**config.mk**
```make
export PLATFORM = sky130hd
export DESIGN_NAME = lbht_update_ctrl
export DESIGN_NICKNAME = d
export VERILOG_FILES = /design/src/rtl/lbht_update_ctrl.sv
export SDC_FILE = /design/constraint.sdc
export NUM_CORES = 1
export LEC_CHECK = 0
export CAP_MARGIN = 5
export CORE_ASPECT_RATIO = 0.9
export CORE_MARGIN = 1.5
export CORE_UTILIZATION = 45
export CTS_CLUSTER_DIAMETER = 120
export CTS_CLUSTER_SIZE = 10
export DETAILED_ROUTE_END_ITERATION = 6
export PLACE_DENSITY = 0.77
export RECOVER_POWER = 100
export REMOVE_ABC_BUFFERS = 1
export SLEW_MARGIN = 10
export SYNTH_ARGS = -nofsm -noshare
export SYNTH_HDL_FRONTEND = slang
export SYNTH_SLANG_ARGS = --single-unit
```
**constraint.sdc**
```tcl
create_clock -name clk -period 3.1 [get_ports clk]
set_input_delay 0.31 -clock clk [delete_from_list [all_inputs] [get_ports clk]]
set_output_delay 0.31 -clock clk [all_outputs]
set_load 0.01 [all_outputs]
```
**src/rtl/lbht_update_ctrl.sv**
```systemverilog
// Write-side sequencer for the local branch history predictor.
// Queues resolved branches, issues one predictor update per free cycle,
// walks the tables for initialisation after reset or a clear request,
// and keeps a saturating count of retired mispredicts.
module lbht_update_ctrl #(
    parameter int unsigned BHRT_IDX   = 12,
    parameter int unsigned FIFO_DEPTH = 4,
    parameter int unsigned CNT_W      = 16
) (
    input  logic                clk,
    input  logic                rst,
    input  logic                res_valid,
    output logic                res_ready,
    input  logic [31:0]         res_pc,
    input  logic                res_br_en,
    input  logic                res_pred,
    input  logic                clear_req,
    input  logic                upd_hold,
    output logic                update,
    output logic [31:0]         waddr,
    output logic                br_en,
    output logic                init_we,
    output logic [BHRT_IDX-1:0] init_idx,
    output logic                busy,
    output logic [CNT_W-1:0]    mis_cnt
);

    localparam int unsigned AW = $clog2(FIFO_DEPTH);
    localparam int unsigned PW = AW + 1;
    localparam logic [BHRT_IDX-1:0] IDX_LAST = '1;

    typedef enum logic [1:0] {
        INIT  = 2'd0,
        RUN   = 2'd1,
        DRAIN = 2'd2
    } state_t;

    state_t state_q;
    state_t state_d;

    logic [PW-1:0] wr_ptr;
    logic [PW-1:0] rd_ptr;
    logic [31:0]   mem_pc  [FIFO_DEPTH];
    logic          mem_br  [FIFO_DEPTH];
    logic          mem_mis [FIFO_DEPTH];

    logic          full;
    logic          empty;
    logic          push;
    logic          pop;
    logic          head_mis;
    logic          init_done;
    logic          enter_init;

    // Occupancy flags from the registered pointers only, so res_ready never
    // depends combinationally on res_* or upd_hold.
    always_comb begin
        empty = (wr_ptr == rd_ptr);
        full  = (wr_ptr[AW] != rd_ptr[AW]) && (wr_ptr[AW-1:0] == rd_ptr[AW-1:0]);
    end

    // Head-of-queue view driven to the predictor.
    always_comb begin
        waddr    = mem_pc[rd_ptr[AW-1:0]];
        br_en    = mem_br[rd_ptr[AW-1:0]];
        head_mis = mem_mis[rd_ptr[AW-1:0]];
    end

    // Next-state and output decode; every output defaults to its idle value.
    always_comb begin
        state_d   = state_q;
        res_ready = 1'b0;
        update    = 1'b0;
        init_we   = 1'b0;
        busy      = 1'b1;
        init_done = 1'b0;
        case (state_q)
            INIT: begin
                init_we   = 1'b1;
                init_done = (init_idx == IDX_LAST);
                if (init_done) begin
                    state_d = RUN;
                end
            end
            RUN: begin
                busy      = 1'b0;
                res_ready = !full;
                update    = !empty && !upd_hold;
                if (clear_req) begin
                    state_d = DRAIN;
                end
            end
            DRAIN: begin
                update = !empty && !upd_hold;
                if (empty) begin
                    state_d = INIT;
                end
            end
            default: begin
                state_d = INIT;
            end
        endcase
    end

    // Handshake qualifiers; the head retires on the same edge update is high.
    always_comb begin
        push       = res_valid && res_ready;
        pop        = update;
        enter_init = (state_q == DRAIN) && (state_d == INIT);
    end

    // State register.
    always_ff @(posedge clk or negedge rst) begin
        if (!rst) begin
            state_q <= INIT;
        end else begin
            state_q <= state_d;
        end
    end

    // Initialisation walk index; wraps from N-1 back to 0 on the exit edge.
    always_ff @(posedge clk or negedge rst) begin
        if (!rst) begin
            init_idx <= '0;
        end else if (state_q == INIT) begin
            init_idx <= init_idx + BHRT_IDX'(1);
        end
    end

    // Queue pointers, one extra wrap bit to tell full from empty.
    always_ff @(posedge clk or negedge rst) begin
        if (!rst) begin
            wr_ptr <= '0;
            rd_ptr <= '0;
        end else begin
            if (push) begin
                wr_ptr <= wr_ptr + PW'(1);
            end
            if (pop) begin
                rd_ptr <= rd_ptr + PW'(1);
            end
        end
    end

    // Queue storage; contents are meaningless while empty, so no reset.
    always_ff @(posedge clk) begin
        if (push) begin
            mem_pc[wr_ptr[AW-1:0]]  <= res_pc;
            mem_br[wr_ptr[AW-1:0]]  <= res_br_en;
            mem_mis[wr_ptr[AW-1:0]] <= res_br_en ^ res_pred;
        end
    end

    // Saturating mispredict counter, cleared whenever the walk is (re)entered.
    always_ff @(posedge clk or negedge rst) begin
        if (!rst) begin
            mis_cnt <= '0;
        end else if (enter_init) begin
            mis_cnt <= '0;
        end else if (pop && head_mis && (mis_cnt != '1)) begin
            mis_cnt <= mis_cnt + CNT_W'(1);
        end
    end

endmodule

```
==> impl_metrics.toml, run 1 <==
[logic_synthesis]
synth_area_um2 = 6867
synthXorXnorAreaFrac_pct = 3.407
synth-main-ff-cell = "edfxtp_1"
synth_top_area_share_pct = 59.48
synthDistinctLibCells = 38
yosys-top-cells-count = "edfxtp_1, dfrtp_1, mux4_2"
synth_top_family_by_area = "multiplexers"
ys_seq_area_share_pct = 72.59
synthCells = 369
syn_avg_cell_area_um2 = 18.61
synth_compound_area_share_pct = 2.915
synthMuxAreaShare_pct = 11.79
synth_edf_count = 136
yosys-top-cells-area = "edfxtp_1, dfrtp_1, mux4_2"
yosysWarnings = 0
synth-simple-area-share_pct = 5.849
postSynth.asyncResetShare_pct = 20.93
synthAdderAreaFrac_pct = 2.004
yosysMostFrequentCell = "edfxtp_1"
yosysTopAreaCell = "edfxtp_1"
ys_ff_latch = 172

[final_layout]
fin_util_pct = 58.56
multiInputGateArea_um2 = 1773
register_area_um2 = 4987
drive_gt1_share_pct = 16.77
nNetsFinal = 538
stdcell_count = 701
area_growth_pct = 26.38
fill_cells = 1143

[setup_path]
worst-setup-path-type = "register to primary output"
cp.buffers_inverters = 2
cp_top_family = "buffers and inverters"
reg2regPathDepth = 5
crit_path_end = "waddr[13]"
cp.required_ps = 2790
cp_max_fo = 17
cp-start-kind = "register"
r2r_start = "rd_ptr[0]"
cp_slowest_cell = "dlygate4sd3_1"
cp.depth = 3
arrival_ps = 2580
r2r-end = "mem_pc[2][28]"
end_kind = "primary output"
cp_cell_sequence = "buf_4 > mux4_2 > dlygate4sd3_1"
crit_start = "rd_ptr[0]"
reg2reg_slack_ps = 320
max_stage_delay_ps = 620

[timing]
tns_ps = 0
fin_crit_sh_pct = 93.34
grt_setup_unrepaired = "no"
holdWs_ps = 477.3
fmax_mhz = 345.6
setup_viol = 0
period_needed_ps = 2894
relSlewSlack_pct = 29.61
report.final.slew_viol_count = 0
skew_ps = 14.07
tightest_slew_ps = 1056
hold_viol = 0

[die]
ios = 104
rows = 42
die_x_um = 133.2
start_util_pct = 46.34
die_area_um2 = 16010
die_h_um = 120.2
core-area_um2 = 14820

[grt]
track_usage_pct = 17.56
grt_max_degree = 35
antenna_found_initial = 4
grt_pass1_vias = 3960
grt_overflow = 0
grt_pass1_wl_mm = 20.96

[drt]
wl_per_cell_um = 18.60
drc = 0
routed_wl_mm = 13.04
vias = 3788
final_antenna_net_count = 0
via_per_inst = 5.404
dr.pass1.iters = 6
drtIter0Drc = 221

[run]
drv_cap = 0

[power_and_ir_drop]
total_power_mw = 4.484
pwr-share-comb_pct = 1.6
power_density_nw_per_um2 = 516.7
p_int_mw = 3.567
clockPowerShare_pct = 42.9
leakage_nw = 3.091
seq_power_share_pct = 55.6
netSwitchingPower_mw = 0.9171
peakVddDrop_mv = 0.3875
swShare_pct = 20.45

[clocking]
cts_sinks = 172
cts_root_buf = "clkbuf_16"
cts_tree = "yes"
numCtsBuffers = 17
cts_buffer_depth = 2
cts_setup_buffers = 0
clock_latency_ps = 430
clkTransAtPathRegs_ps = 70
cts_hold_buffers = 0
htreeDepth = 4
cts-resized-gates = 0

[place]
gp_congestion = 0.8250
hpwl_mm = 8.322
dp_cells = 667
port_buffers = 103

[status]
run_status = "finished clean"

[min_path]
hp-class = "input pin to async pin"
routing by layer:
layer	GRT usage, %	up-vias	share of wire (%)
li1	-	1728	-
met1	21.98	1933	42
met2	28.78	110	49
met3	6.541	13	7.5
met4	5.367	4	0.91
met5	0	-	0.18
logic make-up after synthesis:
group                      Yosys count
DFF                                172
and+or+nand+nor                     72
xor gates and xnor gates            25
AOI/OAI and AO/OA                   28
buffers and inverters               23
adders and majority gates           11
muxes                               38
worst min path at each step:
stage | start | to | slack, ps
floorplan | rst | init_idx[0] | 10
global placement | wr_ptr[2] | wr_ptr[2] | 470
detailed placement | wr_ptr[2] | wr_ptr[2] | 480
CTS | rst | mis_cnt[5] | 430
global route | wr_ptr[2] | wr_ptr[2] | 510
finish | rst | mis_cnt[1] | 480
through the flow:
| step | cell area [um^2] | worst slack, ps |
|---|---|---|
| after floorplan | 6805 | -556.8 |
| after global placement | 8204 | 673.3 |
| after detailed placement | 8204 | 562.3 |
| after CTS | 8743 | 197.7 |
| after global routing | 8678 | 51.54 |
| final | 8678 | 206.4 |
state kept, by name (all words and copies together) (netlist names):
register and flops:
init_idx 12, mem_br 4, mem_mis 4, mis_cnt 16
rd_ptr 3, mem_pc 128, wr_ptr 3, state_q 2
worst reg2reg max path: stages, from the launching register on:
cell and delay, ps:
dfrtp_2 580, xor2_1 360, nor2_1 90, a21oi_1 340, and3_2 230, clkbuf_2 790
placed cells by master (no fill, tap or decap), drive strengths merged, types with 9 or more instances in the layout:
cell type and instances:
dlygate4sd3 74, ha 11, inv 17, xor2 15
nand2 14, clkbuf 25, clkdlybuf4s50 29, nand3 9
edfxtp 136, a21oi 10, mux4 34, xnor2 10
nor2 13, dfrtp 36
layout make-up:
type / instances / area share [%]
Sequential cell: 172 / 57.47
Multi-Input combinational cell: 174 / 20.43
Timing Repair Buffer: 113 / 12.54
Clock buffer: 18 / 4.945
Tap cell: 198 / 2.855
Clock inverter: 14 / 1.269
Inverter: 10 / 0.4325
Antenna cell: 2 / 0.05767
power by group through the flow:
stage	clock network [mW]	registers [mW]	logic, mW
CTS	1.96	2.49	0.0805
floorplan	0	2.54	0.00200
global route	2.05	2.49	0.0775
global placement	0	2.54	0.0758
finish	1.92	2.49	0.0699
detailed placement	0	2.54	0.0805
Power figures use the tool's default switching activity.
==> run 2, diff against run 1 <==
--- a/config.mk
+++ b/config.mk
@@ -12,6 +12,7 @@
 export CTS_CLUSTER_DIAMETER = 120
 export CTS_CLUSTER_SIZE = 10
 export DETAILED_ROUTE_END_ITERATION = 6
+export HOLD_SLACK_MARGIN = 0.03
 export PLACE_DENSITY = 0.77
 export RECOVER_POWER = 100
 export REMOVE_ABC_BUFFERS = 1
==> results of run 2 <==
Same layout as run 1: the final DEF is identical, and so are final timing and power.
==> run 3, diff against run 2 <==
--- a/config.mk
+++ b/config.mk
@@ -5,7 +5,8 @@
 export SDC_FILE = /design/constraint.sdc
 export NUM_CORES = 1
 export LEC_CHECK = 0
-export CAP_MARGIN = 5
+export ABC_AREA = 1
+export CAP_MARGIN = 10
 export CORE_ASPECT_RATIO = 0.9
 export CORE_MARGIN = 1.5
 export CORE_UTILIZATION = 45
==> run 3 against run 2 <==
Compared with the run above:
- the run now ends with capacitance limit, slew limit left
- clock-buffer cell count stayed put
- flip-flop and latch count is the same
- clock power up 14%
- combinational power is 3.3% higher
- first-iteration DRC count is 81% higher
- critical path type unchanged
==> impl_metrics.toml, run 3 <==
[status]
run_status = "finished with violations"
violations = "capacitance limit, slew limit"

[final_layout]
fill_cells = 1207
stdcell_count = 940
final_cell_mix = "edfxtp_1, nor2_1, dlygate4sd3_1, nand2_1, o21ai_0"
register_area_um2 = 4986
area_growth_pct = 26.37
fin_util_pct = 58.29
antenna_cells = 0
multiInputGateArea_um2 = 1824
largest_reg_flops = 128
mostFrequentLayoutCell = "edfxtp_1"
nNetsFinal = 775
drive_gt1_share_pct = 6.640

[timing]
fmax_mhz = 341.5
tightest_slew_ps = 1934
hold_viol = 0
grt_setup_unrepaired = "no"
relSlewSlack_pct = -28.91
fin_ws_ps = 172.0
fin_crit_sh_pct = 94.45
holdWs_ps = 491.2
skew_ps = 7.809
report.final.slew_viol_count = 37
period_needed_ps = 2928
setup_viol = 0

[logic_synthesis]
syn_avg_cell_area_um2 = 11.54
synthCells = 617
synth_area_um2 = 7122
yosys-top-cells-count = "edfxtp_1, nor2_1, nand2_1"
ys_seq_area_share_pct = 69.99
synthDistinctLibCells = 26
yosysWarnings = 0
postSynth.asyncResetShare_pct = 20.93
yosysTopAreaCell = "edfxtp_1"
yosysMostFrequentCell = "edfxtp_1"
yosys-top-cells-area = "edfxtp_1, dfrtp_1, nor2_1"
synth_top_area_share_pct = 57.34
synth-main-ff-cell = "edfxtp_1"
synth_edf_count = 136
ys_ff_latch = 172

[clocking]
cts_hold_buffers = 0
cts_tree = "yes"
cts-resized-gates = 0
clkTransAtPathRegs_ps = 60
cts_buffer_depth = 2
cts_root_buf = "clkbuf_16"
clock_latency_ps = 420
cts_setup_buffers = 0
htreeDepth = 4
numCtsBuffers = 17
cts_sinks = 172

[power_and_ir_drop]
power_density_nw_per_um2 = 527.2
peakVddDrop_mv = 0.3985
leakage_nw = 3.521

[setup_path]
worst-setup-path-type = "register to primary output"
arrival_ps = 2620
r2r_start = "rd_ptr[0]"
cp-start-kind = "register"
cp_max_fo = 32
cp.required_ps = 2790
end_kind = "primary output"
crit_start = "rd_ptr[0]"

[die]
die_h_um = 122.3
rows = 43
core-area_um2 = 15440
die_x_um = 135.6
start_util_pct = 46.12
die_area_um2 = 16590
ios = 104

[place]
gp_congestion = 0.8274
port_buffers = 103
hpwl_mm = 10.08
dp_cells = 908
dp_slack_ps = 594.0

[drt]
dr.pass1.iters = 4
drc = 0
routed_wl_mm = 15.66
wl_per_cell_um = 16.66
via_per_inst = 5.253
final_antenna_net_count = 0
drtIter0Drc = 399
vias = 4938

[grt]
grt_max_degree = 53
grt_pass1_wl_mm = 24.72
antenna_found_initial = 2
track_usage_pct = 19.71
grt_pass1_vias = 4824
grt_overflow = 0

[run]
drv_cap = 1

[min_path]
hp-class = "register to register"
worstHoldStart = "init_idx[5]"
-- run 3: cells by family (layout without fill, tap and decap cells) --
family / after synthesis / after routing / share of synthesized area, %
and+or+nand+nor: 230 / 230 / 13.32
DFF: 172 / 172 / 69.99
AOI/OAI and AO/OA: 104 / 104 / 7.888
buffers and inverters: 81 / 202 / 4.498
xor gates and xnor gates: 18 / 18 / 2.214
adders and majority gates: 11 / 11 / 1.933
muxes: 1 / 1 / 0.1581
-- run 3: per-stage QoR --
stage / instance area, um^2 / TNS, ps / total power, mW
after floorplan: 7012 / -176780 / 2.543
after global placement: 8422 / 0 / 2.618
after detailed placement: 8422 / 0 / 2.622
after CTS: 9031 / 0 / 4.793
after global routing: 9000 / 0 / 4.874
final: 9000 / 0 / 4.745
-- run 3: cell type report --
class                   count  area share (%)
flip-flops and latches    172           55.40
repair buffers            114           12.41
clock buffers              18           4.769
multi-input cells         364           20.27
inverters                  56           2.336
clock inverters            14           2.002
well taps                 202           2.808
-- run 3: path summary, 6_finish.rpt --
check                           slack [ps]            to  cells after the start
worst max register to register         340  mem_pc[0][4]                      9
max in group asynchronous              880     rd_ptr[0]                      2
worst min-delay path                   490   init_idx[5]                      1
min in group asynchronous              960  init_idx[11]                      2
worst min register to register         490   init_idx[5]                      1
worst max-delay path                   170      waddr[7]                      5
-- run 3: power by group --
group	internal [mW]	total, mW	switching (mW)
logic	0.0345	0.0722	0.0377
registers	2.49	2.49	0
clock network	1.29	2.18	0.894
total	3.81	4.74	0.932
-- run 3: critical path, cell delays in order (launching register included) --
cell,delay (ps)
dfrtp_2,530
inv_2,290
buf_4,370
o21ai_0,150
o22ai_1,210
dlygate4sd3_1,640
-- run 3: layer usage --
layer	share of wire, %	vias to the layer above	track usage (%)
met2	49	159	31.63
met4	1.5	4	7.930
met5	0.22	-	0
li1	-	2334	-
met1	43	2419	26.35
met3	5.6	22	4.172
